### config.mk
export PLATFORM = sky130hd
export DESIGN_NAME = beamformer_controller
export DESIGN_NICKNAME = d
export VERILOG_FILES = /design/src/rtl/beamformer_controller.sv
export SDC_FILE = /design/constraint.sdc
export NUM_CORES = 1
export LEC_CHECK = 0
export ABC_AREA = 1
export BUFFER_PORTS_ARGS = -buffer_cell sky130_fd_sc_hd__buf_2
export CAP_MARGIN = 15
export CORE_ASPECT_RATIO = 0.5
export CORE_MARGIN = 2
export CORE_UTILIZATION = 45
export DETAILED_ROUTE_END_ITERATION = 10
export GPL_TIMING_DRIVEN = 0
export PLACE_DENSITY_LB_ADDON = 0.3
export SLEW_MARGIN = 10
export SYNTH_ARGS = -nofsm -noshare
export SYNTH_HDL_FRONTEND = slang
export SYNTH_SLANG_ARGS = --single-unit
### constraint.sdc
create_clock -name clk -period 3.9 [get_ports clk]
set_clock_uncertainty 0.05 [all_clocks]
set_input_delay 1.17 -clock clk [delete_from_list [all_inputs] [get_ports clk]]
set_output_delay 1.17 -clock clk [all_outputs]
set_load 0.02 [all_outputs]
### src/rtl/beamformer_controller.sv
`default_nettype none
// ============================================================================
// Module      : beamformer_controller
// Description : Run sequencer for the BRAM delay-and-sum beamformer: load
//               wait, 4-phase slice stepping, sum tracking and result drain.
// Revision    : 1.0 - initial release
// ============================================================================
module beamformer_controller #(
  parameter int ADDR_W     = 11,
  parameter int SAMPLE_W   = 16,
  parameter int DATA_W     = 12,
  parameter int NUM_IN     = 2048,
  parameter int NUM_OUT    = 2048,
  parameter int LOAD_DELAY = 10,
  parameter int READ_LAT   = 2
) (
  input  logic                clk,
  input  logic                rst,
  input  logic                start,
  input  logic                abort,
  input  logic                usedataflag,
  input  logic [DATA_W-1:0]   output_value,
  input  logic                out_ready,
  output logic [ADDR_W-1:0]   readin_address,
  output logic [ADDR_W-1:0]   sumout_address,
  output logic [SAMPLE_W-1:0] sample_index,
  output logic                startbeamformer,
  output logic                readinen,
  output logic                sumouten,
  output logic [DATA_W-1:0]   out_data,
  output logic                out_valid,
  output logic                busy,
  output logic                done
);

  localparam int C_LOAD_CW = $clog2(LOAD_DELAY + 1);
  localparam int C_LAT_CW  = $clog2(READ_LAT + 1);

  localparam logic [ADDR_W-1:0]    C_LAST_IN   = ADDR_W'(NUM_IN - 1);
  localparam logic [ADDR_W-1:0]    C_LAST_OUT  = ADDR_W'(NUM_OUT - 1);
  localparam logic [C_LOAD_CW-1:0] C_LOAD_LAST = C_LOAD_CW'(LOAD_DELAY - 1);
  localparam logic [C_LAT_CW-1:0]  C_LAT_LAST  = C_LAT_CW'(READ_LAT - 1);

  typedef enum logic [2:0] {
    S_IDLE  = 3'd0,
    S_LOAD  = 3'd1,
    S_ACCUM = 3'd2,
    S_DRAIN = 3'd3,
    S_FIN   = 3'd4
  } state_t;

  state_t               r_state;
  logic [1:0]           r_phase;
  logic [C_LOAD_CW-1:0] r_load_cnt;
  logic [C_LAT_CW-1:0]  r_lat_cnt;
  logic                 r_flag_q;
  logic                 w_flag_fall;

  // Raw flag against its one-cycle-old copy: falling edge seen without extra delay.
  assign w_flag_fall = r_flag_q & ~usedataflag;

  always_ff @(posedge clk or posedge rst) begin
    if (rst) begin
      r_state         <= S_IDLE;
      r_phase         <= 2'd0;
      r_load_cnt      <= '0;
      r_lat_cnt       <= '0;
      r_flag_q        <= 1'b0;
      readin_address  <= '0;
      sumout_address  <= '0;
      sample_index    <= '1;
      startbeamformer <= 1'b0;
      readinen        <= 1'b0;
      sumouten        <= 1'b0;
      out_data        <= '0;
      out_valid       <= 1'b0;
      busy            <= 1'b0;
      done            <= 1'b0;
    end else begin
      r_flag_q <= usedataflag;
      done     <= 1'b0;
      if (abort) begin
        r_state         <= S_IDLE;
        startbeamformer <= 1'b0;
        readinen        <= 1'b0;
        sumouten        <= 1'b0;
        out_valid       <= 1'b0;
        busy            <= 1'b0;
      end else begin
        case (r_state)
          S_IDLE: begin
            readin_address <= '0;
            sumout_address <= '0;
            sample_index   <= '1;
            if (start) begin
              r_state    <= S_LOAD;
              r_load_cnt <= '0;
              busy       <= 1'b1;
            end
          end
          S_LOAD: begin
            if (r_load_cnt == C_LOAD_LAST) begin
              r_state         <= S_ACCUM;
              r_phase         <= 2'd0;
              startbeamformer <= 1'b1;
            end else begin
              r_load_cnt <= r_load_cnt + 1'b1;
            end
          end
          S_ACCUM: begin
            r_phase <= r_phase + 2'd1;
            if (w_flag_fall)
              sumout_address <= sumout_address + 1'b1;
            case (r_phase)
              2'd0: readinen <= 1'b0;
              2'd1: begin
                readinen     <= 1'b1;
                sample_index <= sample_index + 1'b1;
              end
              2'd2: sample_index <= sample_index + 1'b1;
              2'd3: begin
                sample_index <= sample_index + 1'b1;
                if (readin_address == C_LAST_IN) begin
                  // Drain restarts the output walk from address 0.
                  readin_address  <= '0;
                  r_state         <= S_DRAIN;
                  startbeamformer <= 1'b0;
                  readinen        <= 1'b0;
                  sumouten        <= 1'b1;
                  sumout_address  <= '0;
                  r_lat_cnt       <= '0;
                end else begin
                  readin_address <= readin_address + 1'b1;
                end
              end
            endcase
          end
          S_DRAIN: begin
            if (!out_valid) begin
              if (r_lat_cnt == C_LAT_LAST) begin
                out_data  <= output_value;
                out_valid <= 1'b1;
                r_lat_cnt <= '0;
              end else begin
                r_lat_cnt <= r_lat_cnt + 1'b1;
              end
            end else if (out_ready) begin
              out_valid <= 1'b0;
              if (sumout_address == C_LAST_OUT) begin
                r_state  <= S_FIN;
                done     <= 1'b1;
                sumouten <= 1'b0;
              end else begin
                sumout_address <= sumout_address + 1'b1;
              end
            end
          end
          S_FIN: begin
            r_state <= S_IDLE;
            busy    <= 1'b0;
          end
          default: begin
            r_state <= S_IDLE;
            busy    <= 1'b0;
          end
        endcase
      end
    end
  end

endmodule
`default_nettype wire
### Word level (Yosys, flattened, before mapping)

Cells that the tools add are included.
W data, S select, Z words.

| storage, ports and cells | value |
|---|---|
| bits of input ports | 18 |
| logic and storage cells | 139 |
| register bits | 68 |

| cells by class | value |
|---|---|
| $add $sub $neg | 6 |
| eq/ne operators | 29 |
| muxes and demuxes | 59 |
| reductions and logical operators | 26 |
| bitwise operators | 4 |

Operators by type and width:

| operator | count |
|---|---|
| $mux W11 | 8 |
| $pmux W11 S3 | 1 |
| $pmux W16 S2 | 1 |
| $mux W1 | 24 |
| $mux W3 | 8 |
| $ne A3 B3 Y1 const B | 8 |
| $add A11 B1 Y11 const B | 2 |
| $eq A11 B11 Y1 const B | 2 |
| $pmux W11 S2 | 1 |
| $ne A2 B2 Y1 const B | 10 |
| $add A16 B1 Y16 const B | 1 |
| $mux W16 | 1 |
| $pmux W3 S4 | 1 |
| $reduce_and A3 Y1 | 4 |
| $reduce_and A4 Y1 | 3 |
| $reduce_bool A2 Y1 | 6 |
| $mux W2 | 5 |
| $reduce_and A5 Y1 | 2 |
| $reduce_bool A3 Y1 | 3 |
| $mux W4 | 2 |
| $pmux W2 S2 | 2 |
| $pmux W4 S2 | 1 |
| $reduce_and A7 Y1 | 1 |
| $eq A3 B2 Y1 const B | 2 |
| other kinds (17) | 25 |

### Longest topological paths before layout

| depth | value |
|---|---|
| word-level depth | 6 |
| depth in mapped cells | 10 |

### Least setup slack after synthesis

Ideal clock, no wire load.

| timing path | value |
|---|---|
| kind | input-to-reg |
| start | input port abort |
| end | register sample_index[3] |
| path slack | 1793 ps |
| data arrival time | 1978 ps |
| required time | 3770 ps |
| library setup time | 80 ps |
| path buffers | 1 |
| stages | 8 |
| cell sequence | inv_1 nand2_1 inv_2 nand2_1 buf_2 nor2_1 xor2_1 nand2_1 |

| between the ends | value |
|---|---|
| cells in the longest elaborated chain, start to end | 2 |

RTL lines:

| item | RTL line | text |
|---|---|---|
| start: declaration | 20 | `input logic abort,` |
| $not A1 Y1 (no source line) | - |  |
| $reduce_and A3 Y1 (no source line) | - |  |
| end signal: assignment | 118 | `sample_index <= sample_index + 1'b1;` |
| end signal: assignment | 120 | `2'd2: sample_index <= sample_index + 1'b1;` |
| end signal: assignment | 122 | `sample_index <= sample_index + 1'b1;` |
| end: declaration | 26 | `output logic [SAMPLE_W-1:0] sample_index,` |

No other way between the ends.
A chain may end at the register's enable or synchronous reset.

### Worst setup path in the final report

| timing path | value |
|---|---|
| start | register sample_index[12] |
| end | output port sample_index[12] |

No word-level cell between the ends.

==> out/summary.txt <==
maximum number of pins on one net before global-route repair - 53
post-synthesis compound-gate area fraction - 8.67%
number of global-route vias before repair - 3,479
first-pass GRT wire length - 16.3 mm
DRT antenna net count - 0
setup TNS - 0 ns
Post-CTS Hold Fix Bufs - 0
register area share after synthesis - 43.6%
Pwr Density - 713 nW/um2
Die Width - 137 um
fill cell count - 819
Clk pwr share - 25.8%
top cell type's share of synthesized area - 32.9%
core area - 8620 um2
post-cts gate resize count - 0
part of the cycle the worst path needs - 59.2%
routed wire length - 9.11 mm
most frequent cell after synthesis - nand2_1
Crit Path Max Fanout - 5
mux contribution to synthesized area - 0%
Leakage - 2.56 nW
IO buf count - 73
DRC violations left - 0
# IOs - 74
num rows - 24
antenna violations before repair - 1
cell count after synthesis - 534
Synth cell types - 38
count of pins over their slew limit - 0
Syn-to-layout area delta - 22.0%
max cap viols - 0
min setup slack post-route - 1.59 ns
critical path class - flip-flop to output pin
Post-synth EDFFs - 0
P_sw - 1.47 mW
global placement routability congestion - 0.893
gr ovfl total - 0
final hold violation count - 0
Yosys warning total - 0
f_max - 433 MHz
CTS Buffer Depth - 2
DRT iter0 DRCs - 210
combinational family with the most area after synthesis - simple AND/OR/NAND/NOR gates
layout cells sized above 1 - 23.6%
combinational share of power - 40.8%
final setup vio count - 0
CP Cell Sequence - buf_2
Data required, critical path - 2.68 ns
1st-pass router iterations - 5
critical path arrival - 1.09 ns
startpoint type of the worst setup path - flip-flop
Worst VDD drop - 0.319 mV
Top FF cell, synth - dfrtp_1
TritonCTS Sinks - 68
syn_nets - 560
via density per instance - 4.99
Post-Syn Area - 3950 um2
# nets final - 645
routed len/inst - 12.3 um
clk slew on worst S/H paths - 0.06 ns
internal power - 1.96 mW
chip height - 70.3 um
Starting Density - 45.9%
CTS H-tree lvls - 3
CTS buffer count - 9
detailed placer's ending HPWL - 6.73 mm
Crit-path slowest cell - dfstp_2
Total GRT Usage - 21.3%
commonest cells in the netlist - nand2_1 (156), inv_1 (72), dfrtp_1 (52)
switching part of the total power - 42.9%
Post-Place Worst Slack - 1.31 ns
Final min period - 2.31 ns
die area - 9590 um2
WHS - 0.426 ns
sequential share of power - 33.4%
unrepaired setup endpoints after global routing - false
CTS tree - done
Worst R2R Setup Slack - 2.01 ns
largest cells by area after synthesis - dfrtp_1 (33%), nand2_1 (15%), dfstp_2 (11%)
biggest area consumer among synthesized cells - dfrtp_1
top cell family by delay on the critical path - flip-flops
status - completed
Synth Area in XOR/XNOR - 1.11%
Hold Path Class - flip-flop to flip-flop
worst path bufs/invs - 1
Clock Latency Late Sink - 0.33 ns
max incr delay on CP - 0.57 ns
worst-margin pin slew - 0.456 ns
Via Count - 3,706
fraction of registers with async set/reset - 100%
Rel. slew slack - 69.6%
Placed Instances - 725
Worst setup EP type - output pin
CTS root buf - clkbuf_16
setup bufs post-CTS - 0
post-synthesis simple-gate area fraction - 35.5%
fin cells - 742
Mean Syn Cell Area - 7.40 um2
Post-Synth Adder-Cell Area - 2.53%
Synth Register Bits - 68
final core utilization - 56.0%
[worst reg2reg max path, stage by stage, from the launching register on]
cell and delay (ns):
dfrtp_1 0.46, ha_1 0.24, nand2_1 0.17, nor2_2 0.29
nand4_1 0.14, nand2_2 0.12, buf_6 0.15, nor2_1 0.05
nand2_1 0.06, nand2_1 0.05
[final cells by class]
class	instances	area [um2]	area share (%)
buffer	7	46.3	0.960
sequential	68	1720	35.7
antenna	1	2.50	0.0519
inverter	79	299	6.20
tap	117	146	3.04
clock inverter	7	100	2.08
clock buffer	9	225	4.67
timing repair buffer	74	393	8.15
multi-input combinational	380	1890	39.2
[path summary, 6_finish.rpt]
| kind | from | cells past startpoint | to |
|---|---|---|---|
| min | sumouten$_DFFE_PP0P_ | 2 | sumouten$_DFFE_PP0P_ |
| max | sample_index[12]$_DFFE_PP1P_ | 1 | sample_index[12] |
| min reg2reg | sumouten$_DFFE_PP0P_ | 2 | sumouten$_DFFE_PP0P_ |
| max in group asynchronous | rst | 3 | sample_index[13]$_DFFE_PP1P_ |
| max reg2reg | sumout_address[0]$_DFFE_PP0P_ | 9 | sumout_address[5]$_DFFE_PP0P_ |
| min in group asynchronous | rst | 2 | readin_address[2]$_DFFE_PP0P_ |
[through the flow]
stage,cell area (um2),power (mW)
2_1_floorplan,3950,2.16
3_3_place_gp,4460,2.53
3_5_place_dp,4490,2.57
4_1_cts,4820,3.46
5_1_grt,4820,3.71
6_report,4820,3.44
[power by group through the flow]
stage | Sequential, mW | Combinational (mW) | Clock (mW)
6_report | 1.15 | 1.40 | 0.886
5_1_grt | 1.19 | 1.58 | 0.943
4_1_cts | 1.15 | 1.41 | 0.901
3_5_place_dp | 1.16 | 1.40 | 0
3_3_place_gp | 1.15 | 1.37 | 0
2_1_floorplan | 1.30 | 0.862 | 0
[cells in the final DEF (no fill, tap or decap), types with 2 or more instances in the layout]
cell / instances
nor2_2: 5
dfrtp_1: 52
clkbuf_16: 9
xor2_1: 4
nand2_4: 4
clkinvlp_4: 3
or2_2: 5
a21oi_1: 13
inv_2: 6
buf_2: 76
buf_6: 2
nand4_1: 19
nand2_2: 6
nand3_1: 48
nand3b_1: 3
nor3_1: 12
o21ai_1: 6
inv_1: 71
nor2_4: 2
ha_1: 8
nor2_1: 41
bufinv_16: 2
o21ai_0: 33
nand2_1: 156
dfstp_2: 16
a31oi_1: 3
[layer usage]
layer | wire [um] | track usage [%]
met3 | 578 | 6.97
met5 | 0 | 0
met1 | 4400 | 29.9
met4 | 116 | 5.56
met2 | 4010 | 31.7
[logic make-up (layout without fill, tap and decap cells)]
kind of cell    Yosys count  in the layout
xor+xnor                  5              5
buf+inv                  86            176
other cells               0              1
flops                    68             68
compound gates           62             62
simple gates            305            305
fa+ha+maj                 8              8
[registers in the layout (all words and copies together) (netlist names)]
register and count:
sample_index 16, out_data 12, readin_address 11, sumout_address 11
r_load_cnt 4, r_state 3, r_lat_cnt 2, r_phase 2
busy 1, done 1, out_valid 1, r_flag_q 1
readinen 1, startbeamformer 1, sumouten 1
Note: power is estimated with default switching activity, not from simulation.
